==> config.mk <==
export PLATFORM = sky130hd
export DESIGN_NAME = duration_encoder
export DESIGN_NICKNAME = d
export VERILOG_FILES = /design/src/rtl/duration_encoder_pkg.sv /design/src/rtl/duration_encoder_classifier.sv /design/src/rtl/duration_encoder.sv
export SDC_FILE = /design/constraint.sdc
export NUM_CORES = 1
export LEC_CHECK = 0
export CAP_MARGIN = 20
export CORE_MARGIN = 3
export CORE_UTILIZATION = 55
export CTS_CLUSTER_DIAMETER = 30
export DETAILED_ROUTE_END_ITERATION = 7
export HOLD_SLACK_MARGIN = 0.1
export PLACE_DENSITY = 0.86
export SLEW_MARGIN = 15
export SYNTH_ARGS = -nofsm -noshare
export SYNTH_HDL_FRONTEND = slang
export SYNTH_SLANG_ARGS = --single-unit
==> constraint.sdc <==
create_clock -name clk -period 2.4 [get_ports clk]
set_input_delay 0.72 -clock clk [delete_from_list [all_inputs] [get_ports clk]]
set_output_delay 0.72 -clock clk [all_outputs]
set_load 0.01 [all_outputs]
==> src/rtl/duration_encoder_pkg.sv <==
// Shared duration definitions: note lengths in ticks, quantiser midpoints,
// code values and encoder FSM states.
package duration_encoder_pkg;

  localparam int unsigned TICKS_PER_BEAT = 6000;

  // Nominal note lengths in ticks, indexed by code (code 5 = one beat)
  localparam int unsigned DUR_UNDEF           = 1000;
  localparam int unsigned DUR_SEMIQUAVER      = 1500;
  localparam int unsigned DUR_TRIPLET_QUAVER  = 2000;
  localparam int unsigned DUR_QUAVER          = 3000;
  localparam int unsigned DUR_DOTTED_QUAVER   = 4500;
  localparam int unsigned DUR_CROTCHET        = TICKS_PER_BEAT;
  localparam int unsigned DUR_DOTTED_CROTCHET = 9000;
  localparam int unsigned DUR_MINIM           = 12000;
  localparam int unsigned DUR_DOTTED_MINIM    = 18000;
  localparam int unsigned DUR_SEMIBREVE       = 24000;
  localparam int unsigned DUR_BREVE           = 48000;

  // Lower bound of codes 1..10; each is the midpoint of neighbouring lengths
  localparam int unsigned NUM_THRESH = 10;
  localparam int unsigned THRESH [NUM_THRESH] = '{
    (DUR_UNDEF           + DUR_SEMIQUAVER)      / 2,
    (DUR_SEMIQUAVER      + DUR_TRIPLET_QUAVER)  / 2,
    (DUR_TRIPLET_QUAVER  + DUR_QUAVER)          / 2,
    (DUR_QUAVER          + DUR_DOTTED_QUAVER)   / 2,
    (DUR_DOTTED_QUAVER   + DUR_CROTCHET)        / 2,
    (DUR_CROTCHET        + DUR_DOTTED_CROTCHET) / 2,
    (DUR_DOTTED_CROTCHET + DUR_MINIM)           / 2,
    (DUR_MINIM           + DUR_DOTTED_MINIM)    / 2,
    (DUR_DOTTED_MINIM    + DUR_SEMIBREVE)       / 2,
    (DUR_SEMIBREVE       + DUR_BREVE)           / 2
  };

  // Gates shorter than half the shortest length count as key bounce
  localparam int unsigned DEBOUNCE_TICKS = DUR_UNDEF / 2;

  localparam logic [3:0] CODE_UNDEF           = 4'd0;
  localparam logic [3:0] CODE_SEMIQUAVER      = 4'd1;
  localparam logic [3:0] CODE_TRIPLET_QUAVER  = 4'd2;
  localparam logic [3:0] CODE_QUAVER          = 4'd3;
  localparam logic [3:0] CODE_DOTTED_QUAVER   = 4'd4;
  localparam logic [3:0] CODE_CROTCHET        = 4'd5;
  localparam logic [3:0] CODE_DOTTED_CROTCHET = 4'd6;
  localparam logic [3:0] CODE_MINIM           = 4'd7;
  localparam logic [3:0] CODE_DOTTED_MINIM    = 4'd8;
  localparam logic [3:0] CODE_SEMIBREVE       = 4'd9;
  localparam logic [3:0] CODE_BREVE           = 4'd10;

  localparam logic [1:0] ST_IDLE     = 2'd0;
  localparam logic [1:0] ST_MEASURE  = 2'd1;
  localparam logic [1:0] ST_CLASSIFY = 2'd2;

endpackage

==> src/rtl/duration_encoder_classifier.sv <==
// duration_classifier: combinational tick-count to duration-code quantiser.
// A count equal to a midpoint takes the upper code; all-ones means the
// counter saturated and always maps to the longest code.
module duration_classifier
  import duration_encoder_pkg::*;
#(
  parameter int unsigned W = 16
) (
  input  logic [W-1:0] count_i,
  output logic [3:0]   code_o
);

  logic [31:0] count_w;
  logic        sat;

  assign count_w = 32'(count_i);
  assign sat     = &count_i;

  // Code = number of midpoints at or below the count
  always_comb begin
    code_o = CODE_UNDEF;
    for (int unsigned i = 0; i < NUM_THRESH; i++) begin
      if (count_w >= THRESH[i]) code_o = 4'(i + 1);
    end
    if (sat) code_o = CODE_BREVE;
  end

endmodule

==> src/rtl/duration_encoder.sv <==
// duration_encoder: measures gate length in ticks, quantises it to a
// duration code and presents it through a single-entry valid/ready buffer.
// Optional macro DURATION_ENC_DEBOUNCE_EN: silently discard very short gates.
module duration_encoder
  import duration_encoder_pkg::*;
#(
  parameter int unsigned TICK_W = 16
) (
  input  logic              clk,
  input  logic              rst,
  input  logic              tick,
  input  logic              gate_in,
  output logic [3:0]        code_out,
  output logic [TICK_W-1:0] duration_out,
  output logic              code_valid,
  input  logic              code_ready,
  output logic              drop
);

  logic [1:0]        state_q, state_d;
  logic [TICK_W-1:0] count_q, count_d;
  logic              gate_q;
  logic [3:0]        code_q, code_d;
  logic [TICK_W-1:0] dur_q, dur_d;
  logic              valid_q, valid_d;
  logic              drop_q, drop_d;

  logic              rise;
  logic              bounce;
  logic [3:0]        class_code;

  assign rise = gate_in & ~gate_q;

`ifdef DURATION_ENC_DEBOUNCE_EN
  assign bounce = (32'(count_q) < DEBOUNCE_TICKS);
`else
  assign bounce = 1'b0;
`endif

  duration_classifier #(.W(TICK_W)) u_classifier (
    .count_i (count_q),
    .code_o  (class_code)
  );

  // FSM, saturating counter and output buffer next-state
  always_comb begin
    state_d = state_q;
    count_d = count_q;
    code_d  = code_q;
    dur_d   = dur_q;
    valid_d = valid_q;
    drop_d  = 1'b0;

    // A transfer empties the buffer; a load in CLASSIFY overrides this below
    if (valid_q && code_ready) valid_d = 1'b0;

    case (state_q)
      ST_IDLE: begin
        if (rise) begin
          state_d = ST_MEASURE;
          count_d = '0;
        end
      end
      ST_MEASURE: begin
        if (gate_in) begin
          if (tick && !(&count_q)) count_d = count_q + 1'b1;
        end else begin
          state_d = ST_CLASSIFY;
        end
      end
      ST_CLASSIFY: begin
        state_d = ST_IDLE;
        if (bounce) begin
          // discarded quietly: no load, no drop
        end else if (!valid_q || code_ready) begin
          code_d  = class_code;
          dur_d   = count_q;
          valid_d = 1'b1;
        end else begin
          drop_d = 1'b1;
        end
      end
      default: state_d = ST_IDLE;
    endcase
  end

  // State registers; gate history resets high so a held gate needs re-pressing
  always_ff @(posedge clk or posedge rst) begin
    if (rst) begin
      state_q <= ST_IDLE;
      count_q <= '0;
      gate_q  <= 1'b1;
      code_q  <= CODE_UNDEF;
      dur_q   <= '0;
      valid_q <= 1'b0;
      drop_q  <= 1'b0;
    end else begin
      state_q <= state_d;
      count_q <= count_d;
      gate_q  <= gate_in;
      code_q  <= code_d;
      dur_q   <= dur_d;
      valid_q <= valid_d;
      drop_q  <= drop_d;
    end
  end

  assign code_out     = code_q;
  assign duration_out = dur_q;
  assign code_valid   = valid_q;
  assign drop         = drop_q;

endmodule

==> impl_metrics.ini, run 1 <==
[global_route]
use_met2_pct = 34.1
antenna_found_initial = 0
grt_max_degree = 42
grt-ovfl-total = 0
grt-busiest-layer = met2
grt_pass1_vias = 1849
grt_usage_pct = 22.0
grt_pass1_wl_um = 8650
met3_usage_pct = 4.20
grt_use_met1_pct = 30.5

[cts]
clk_latency_ns = 0.29
clk_pin_slew_ns = 0.08
root_buffer = clkbuf_8
clock-sinks = 41
cts_tree = done
cts_max_level = 2
cts_buffer_depth = 2
postCtsHoldBufs = 0
postCtsSetupRepairBufs = 0
cts-resized-gates = 0
numCtsBuffers = 5

[worst_setup_path]
cp-end-kind = flop
critical_path_class = input port to flop
cp-start-kind = input port
crit_required_ns = 2.62
worstPathArrival_ns = 2.51
path_max_fanout = 3
r2r_slack_ns = 0.22

[floorplan]
die_x_um = 69.7
initial_core_util_pct = 59.1
die_h_um = 69.7
rows = 22
dieArea_mm2 = 0.00485
coreArea_mm2 = 0.00377
ios = 27

[placed_design]
place_hpwl_um = 3550
io_buffers = 26
gp_congestion = 0.865

[timing]
finalSetupTns_ns = 0
fin_crit_ns = 2.29
hold_viol = 0
slew_headroom_pct = 66.9
setup_viol = 0
fin_crit_sh_pct = 95.3
clock.fmax_ghz = 0.437
slew_violations = 0
rsz0062_at_grt = no
final.setup_skew_ns = 0.00632
max_slew.worst_pin.slew_ns = 0.497

[synth]
synth_cell_types = 51
synth_edf_count = 0
synthArstFlopShare_pct = 100
synth_area_per_cell_um2 = 9.61
synthSimpleGateAreaFrac_pct = 21.7
syn-num-nets = 240
synth_compound_area_share_pct = 13.2
synthFlopType = dfrtp_1
synth-xor-area-share_pct = 5.11
synth_fa_ha_area_share_pct = 1.68
ys.warnings.count = 0
syn_area_mm2 = 0.00223
synth-seq-cells = 41
synth_mux_area_share_pct = 7.01
ys_seq_area_share_pct = 46.1
synth_top_family_by_area = simple AND/OR/NAND/NOR gates
synthCells = 232

[layout]
utilization_pct = 72.3
fillers = 269
nNetsFinal = 275
final_common_cell = dfrtp_1
drive_above_1_share_pct = 18.3
synthToLayoutAreaGrowth_pct = 22.2
antenna_cells = 0
final_cell_mix = dfrtp_1 (40), clkdlybuf4s50_1 (26), buf_4 (24), nor2_1 (19), nand2_1 (16)

[route]
detail_route.wl_per_cell_um = 16.0
dr_total_vias = 1936
drt-pass1-iter-count = 4
drcViolationCount = 0
drt_iter0_drc = 148
drtAntennaViolNets = 0
wl_um = 5060
viasPerCell = 6.13

[outcome]
outcome = finished clean

[power]
p_per_area_mw_per_mm2 = 537
power.leakage_nw = 1.27
ir_worst_vdd_mv = 0.369

[hold_path]
hold_path_class = flop to flop

[job]
maxCapViolations = 0
-- cell usage after synthesis (4+ instances only) --
library cell,count,area (um^2)
nand4_1,12,75.1
nor4_1,7,43.8
xor2_1,10,87.6
nor2_1,19,71.3
and3_1,4,25.0
a21oi_1,11,55.1
mux2_2,13,146
clkbuf_1,16,60.1
dfrtp_1,40,1000
o21ai_0,12,60.1
nand2_1,16,60.1
nand3_1,5,25.0
inv_1,6,22.5
nor3_1,6,30.0
-- worst max-delay path, cell delays in order --
cell and delay, ns:
clkdlybuf4s50_1 0.46, or4b_1 0.44, nor4_1 0.28, a21oi_1 0.10
or3_1 0.36, a21oi_1 0.14
-- cell type report --
cell class	count	area [um^2]	area share, %
repair buffers	50	440	16.2
flip-flops and latches	41	1030	37.7
multi-input cells	163	1080	39.8
clock buffers	8	90.1	3.31
inverters	6	22.5	0.826
well taps	48	60.1	2.20
-- path summary, 6_finish.rpt --
check | startpoint | to | cells after the start
worst max-delay path | gate_in | count_q[13] | 6
worst min-delay path | duration_out[0] | duration_out[0] | 2
worst max register to register | count_q[0] | count_q[6] | 8
worst min register to register | duration_out[0] | duration_out[0] | 2
max in group asynchronous | rst | gate_q | 3
min in group asynchronous | rst | duration_out[15] | 3
-- cell families (layout without fill, tap and decap cells) --
group	Yosys count	after routing
XOR/XNOR	13	13
adder cells (fa/ha/maj)	3	3
AND/OR/NAND/NOR	87	87
flip-flops	41	41
buffers and inverters	28	64
multiplexers	14	14
AO/OA/AOI/OAI	46	46
-- report_power, final --
part / internal, W / switching (W)
clock network: 0.000235 / 0.000231
registers: 0.000736 / 0.0000354
logic: 0.000114 / 0.000114
-- flip-flops by register name (all words and copies together), names as in the netlist --
name / flops
code_valid: 1
gate_q: 1
drop: 1
code_out: 4
state_q: 2
duration_out: 16
count_q: 16
-- per-stage QoR --
step / total power, W / hold slack [ns] / setup slack, ns / instance area, um^2 / instances
floorplan: 0.000894 / 0.485 / 0.348 / 2230 / 232
CTS: 0.00147 / 0.486 / 0.111 / 2730 / 316
global placement: 0.00101 / 0.461 / -0.161 / 2640 / 308
global route: 0.00153 / 0.530 / 0.0106 / 2730 / 316
finish: 0.00146 / 0.480 / 0.112 / 2730 / 316
detailed placement: 0.00101 / 0.469 / -0.213 / 2640 / 308
-- per-layer routing --
| metal | share of wire (%) | wire [um] |
|---|---|---|
| met3 | 7.0 | 354 |
| met5 | 0 | 0 |
| met1 | 45 | 2270 |
| met2 | 46 | 2350 |
| met4 | 1.8 | 89 |
(Power assumes the default switching activity.)
==> run 2: changes to the inputs <==
- CTS_CLUSTER_DIAMETER: 30 -> unset
- PLACE_DENSITY: 0.86 -> 0.81
==> impl_metrics.ini, run 2 (same netlist as run 1, synthesis figures left out) <==
[outcome]
outcome = finished clean

[timing]
hold-worst-slack_ns = 0.480
setup_viol = 0
max_slew.worst_pin.slew_ns = 0.499
slew_violations = 0
final.setup_skew_ns = 0.00259
fin_crit_ns = 2.34
slew_headroom_pct = 66.7
fin_crit_sh_pct = 97.6
hold_viol = 0
rsz0062_at_grt = no
clock.fmax_ghz = 0.427

[floorplan]
coreArea_mm2 = 0.00377
initial_core_util_pct = 59.1
die_h_um = 69.7
die_x_um = 69.7
rows = 22
dieArea_mm2 = 0.00485
ios = 27

[power]
p_per_area_mw_per_mm2 = 527
ir_worst_vdd_mv = 0.397
power.leakage_nw = 1.27

[layout]
synthToLayoutAreaGrowth_pct = 22.1
final_common_cell = dfrtp_1
utilization_pct = 72.2
nNetsFinal = 274
final_cell_mix = dfrtp_1 (40), clkdlybuf4s50_1 (26), buf_4 (22), nor2_1 (19), nand2_1 (16)
antenna_cells = 0
fin_area_mm2 = 0.00272
drive_above_1_share_pct = 18.4

[global_route]
antenna_found_initial = 0
grt_pass1_vias = 1863
grt-ovfl-total = 0
grt_pass1_wl_um = 8900
grt_usage_pct = 22.7
grt_max_degree = 42

[cts]
cts_buffer_depth = 2
cts_max_level = 2
cts-resized-gates = 0
numCtsBuffers = 5
clock-sinks = 41
postCtsSetupRepairBufs = 0
postCtsHoldBufs = 0
root_buffer = clkbuf_8
clk_pin_slew_ns = 0.07
cts_tree = done
clk_latency_ns = 0.29

[worst_setup_path]
cp-start-kind = input port
crit_required_ns = 2.62
worstRegToRegCells = 7
rr_endpoint = code_out[0]
r2r_slack_ns = 0.28
path_max_fanout = 3
cp-end-kind = flop
worstPathArrival_ns = 2.56
startpoint = gate_in
endpoint = count_q[13]
critical_path_class = input port to flop
r2r-start = count_q[5]

[route]
wl_um = 5120
dr_total_vias = 1900
detail_route.wl_per_cell_um = 16.3
viasPerCell = 6.03
drtAntennaViolNets = 0
drt-pass1-iter-count = 4
drt_iter0_drc = 152
drcViolationCount = 0

[placed_design]
place_area_mm2 = 0.00264
place_hpwl_um = 3620
gp_congestion = 0.844
io_buffers = 26

[job]
maxCapViolations = 0

[hold_path]
hold_path_class = flop to flop
-- run 2: final cells by class --
| class | count | area, um^2 |
|---|---|---|
| well taps | 48 | 60.1 |
| multi-input cells | 163 | 1080 |
| clock inverters | 2 | 10.0 |
| flip-flops and latches | 41 | 1030 |
| inverters | 6 | 22.5 |
| repair buffers | 49 | 445 |
| fillers | 282 | 1050 |
| clock buffers | 6 | 72.6 |
-- run 2: routing by layer --
metal	track usage [%]	part of all wire (%)	vias to the layer above
met2	35.0	48	76
met5	0	0	-
met4	8.72	2.4	0
met1	30.8	44	899
li1	-	-	909
met3	5.65	5.9	16
-- run 2: worst min-delay path by stage --
stage	startpoint	endpoint	slack (ns)	cells past startpoint
after detailed placement	duration_out[0]	duration_out[0]	0.47	2
after floorplan	state_q[1]	state_q[1]	0.49	1
after CTS	duration_out[0]	duration_out[0]	0.49	2
final	duration_out[0]	duration_out[0]	0.48	2
after global routing	duration_out[12]	duration_out[12]	0.52	1
after global placement	duration_out[1]	duration_out[1]	0.46	2
-- run 2: critical path, cell delays in order --
cell	delay, ns
clkdlybuf4s50_1	0.46
or4b_1	0.44
nor4_1	0.32
a21oi_1	0.12
or3_1	0.35
a21oi_1	0.15
-- run 2: power breakdown --
group,internal [W],switching (W)
clock,0.000201,0.000224
sequential,0.000737,0.0000270
combinational,0.000120,0.000126
total,0.00106,0.000377
-- run 2: through the flow --
step           setup TNS, ns  power [W]  setup slack, ns  cells
6_report                   0    0.00143           0.0578    315
5_1_grt                    0    0.00150           0.0131    315
4_1_cts                    0    0.00145           0.0918    315
3_5_place_dp          -0.494    0.00102           -0.227    307
3_3_place_gp          -0.312    0.00102           -0.156    307
2_1_floorplan              0   0.000894            0.348    232
==> run 3: changes to the inputs <==
- CORE_UTILIZATION: 55 -> 56
- PLACE_DENSITY: 0.81 -> 0.82
- SYNTH_HIERARCHICAL: unset -> 1
==> impl_metrics.ini, run 3 <==
[outcome]
outcome = finished clean

[synth]
syn_area_mm2 = 0.00238
synth_area_per_cell_um2 = 10.4
synth.most_common_cell = dfrtp_1
synth_cell_types = 56
synth_common_cells = dfrtp_1 (40), mux2_2 (19), a31oi_1 (18)
synth_top_area_share_pct = 42.1
synth-seq-cells = 41
synthArstFlopShare_pct = 100
yosysTopAreaCell = dfrtp_1
ys_seq_area_share_pct = 43.2
syn-num-nets = 234
synth_edf_count = 0
yosys-top-cells-area = dfrtp_1 (42%), mux2_2 (9.0%), a31oi_1 (4.7%)
synthCells = 228
ys.warnings.count = 6
synthFlopType = dfrtp_1

[timing]
timing.final.ws_setup_ns = 0.246
setup_viol = 0
hold-worst-slack_ns = 0.507
final.setup_skew_ns = 0.00786
finalSetupTns_ns = 0
hold_viol = 0
max_slew.worst_pin.slew_ns = 0.569
fin_crit_sh_pct = 89.8
slew_headroom_pct = 62.0
rsz0062_at_grt = no
fin_crit_ns = 2.15
slew_violations = 0
clock.fmax_ghz = 0.464

[hold_path]
hold_path_class = flop to flop

[placed_design]
io_buffers = 26
gp_congestion = 0.924
place_ws_ns = -0.0261
place_hpwl_um = 3560
dpl.cell_count = 308

[job]
maxCapViolations = 0

[layout]
final_common_cell = dfrtp_1
antenna_cells = 0
fin_cells = 316
nNetsFinal = 271
fillers = 306
synthToLayoutAreaGrowth_pct = 20.0
drive_above_1_share_pct = 21.8
final_cell_mix = dfrtp_1 (40), clkdlybuf4s50_1 (26), mux2_2 (19), a31oi_1 (18), buf_4 (17)
utilization_pct = 70.2

[cts]
clk_pin_slew_ns = 0.08
clk_latency_ns = 0.30
cts_max_level = 2
postCtsHoldBufs = 0
cts_tree = done
cts-resized-gates = 0
cts_buffer_depth = 2
clock-sinks = 41
postCtsSetupRepairBufs = 0
numCtsBuffers = 5
root_buffer = clkbuf_8

[power]
ir_worst_vdd_mv = 0.416
p_clk_share_pct = 27.9
p_per_area_mw_per_mm2 = 584
p_sw_w = 0.000466
p_sw_share_pct = 28.0
pwr-share-comb_pct = 23.0
seqPwrFrac_pct = 49.0
intPower_w = 0.00120
power.leakage_nw = 1.24

[route]
drcViolationCount = 0
wl_met2_um = 2530
met1Wirelength_um = 2270
drtAntennaViolNets = 0
viasPerCell = 6.40
detail_route.wl_per_cell_um = 16.3
dr_total_vias = 2021
top_layer = met4
dr_wl_met3_um = 286
drt-pass1-iter-count = 4
drt_iter0_drc = 263
wl_um = 5170

[global_route]
grt_usage_pct = 22.1
grt_pass1_wl_um = 9050
antenna_found_initial = 0
grt_max_degree = 30
grt_pass1_vias = 2006
grt-ovfl-total = 0

[worst_setup_path]
path_max_fanout = 15
cp-start-kind = flop
crit_required_ns = 2.59
critical_path_class = flop to flop
cp-end-kind = flop
worstPathArrival_ns = 2.34

[floorplan]
rows = 23
ios = 27
dieArea_mm2 = 0.00506
coreArea_mm2 = 0.00406
die_h_um = 71.1
initial_core_util_pct = 58.6
die_x_um = 71.1
[run 3: changes by cell type after synthesis, moves of 3 or more]
cell,previous run,this run
a31oi_1,2,18
clkbuf_1,16,4
nand4_1,12,2
xor2_1,10,0
nor2_1,19,11
a21oi_1,11,4
mux2_2,13,19
buf_4,0,4
nand3_1,5,9
clkbuf_8,0,3
inv_1,6,3
nand2b_1,2,5
nor4_1,7,4
xnor2_1,3,0
[run 3: kinds of logic (layout without fill, tap and decap cells)]
| logic type | after synthesis | count (layout) | share of synthesized area (%) |
|---|---|---|---|
| AO/OA/AOI/OAI | 71 | 71 | 21.7 |
| adder cells (fa/ha/maj) | 1 | 1 | 0.527 |
| buffers and inverters | 18 | 56 | 4.95 |
| flip-flops | 41 | 41 | 43.2 |
| multiplexers | 20 | 20 | 9.43 |
| AND/OR/NAND/NOR | 77 | 77 | 20.2 |
[run 3: area by class of cell]
type	instances	area, um^2	area share, %
Clock buffer	8	90.1	3.16
Inverter	3	11.3	0.395
Multi-Input combinational cell	169	1230	43.2
Sequential cell	41	1030	36.0
Tap cell	50	62.6	2.19
Timing Repair Buffer	45	428	15.0
[run 3: worst paths after layout]
| kind | startpoint | endpoint | slack [ns] | depth (start not counted) |
|---|---|---|---|---|
| max | count_q[2] | code_out[0] | 0.25 | 6 |
| min | duration_out[0] | duration_out[0] | 0.51 | 1 |
| max reg2reg | count_q[2] | code_out[0] | 0.25 | 6 |
| min reg2reg | duration_out[0] | duration_out[0] | 0.51 | 1 |
| max in group asynchronous | rst | count_q[12] | 1.09 | 3 |
| min in group asynchronous | rst | code_valid | 0.77 | 2 |
[run 3: worst max-delay path, stage by stage, from the launching register on]
cell and delay (ns):
dfrtp_1 0.55, nor4_1 0.44, a31oi_1 0.13, a2111oi_0 0.36, o21ai_0 0.16, o2bb2ai_1 0.15
mux2_2 0.26
[run 3: per-stage QoR]
stage / power (W) / instance area (um^2)
final: 0.00166 / 2850
after global routing: 0.00175 / 2850
after CTS: 0.00168 / 2850
after detailed placement: 0.00121 / 2760
after global placement: 0.00120 / 2760
after floorplan: 0.00105 / 2380
[run 3: routing by layer]
layer  track usage, %  vias to the layer above
met5                0                        -
met4             10.0                        0
met3             5.11                        7
met2             35.3                       72
met1             28.5                      976
li1                 -                      966
[run 3: power groups by stage]
stage | Combinational (W) | Clock (W) | Sequential (W)
2_1_floorplan | 0.000211 | 0 | 0.000837
3_3_place_gp | 0.000378 | 0 | 0.000827
3_5_place_dp | 0.000384 | 0 | 0.000829
4_1_cts | 0.000385 | 0.000477 | 0.000816
5_1_grt | 0.000418 | 0.000507 | 0.000828
6_report | 0.000383 | 0.000465 | 0.000816
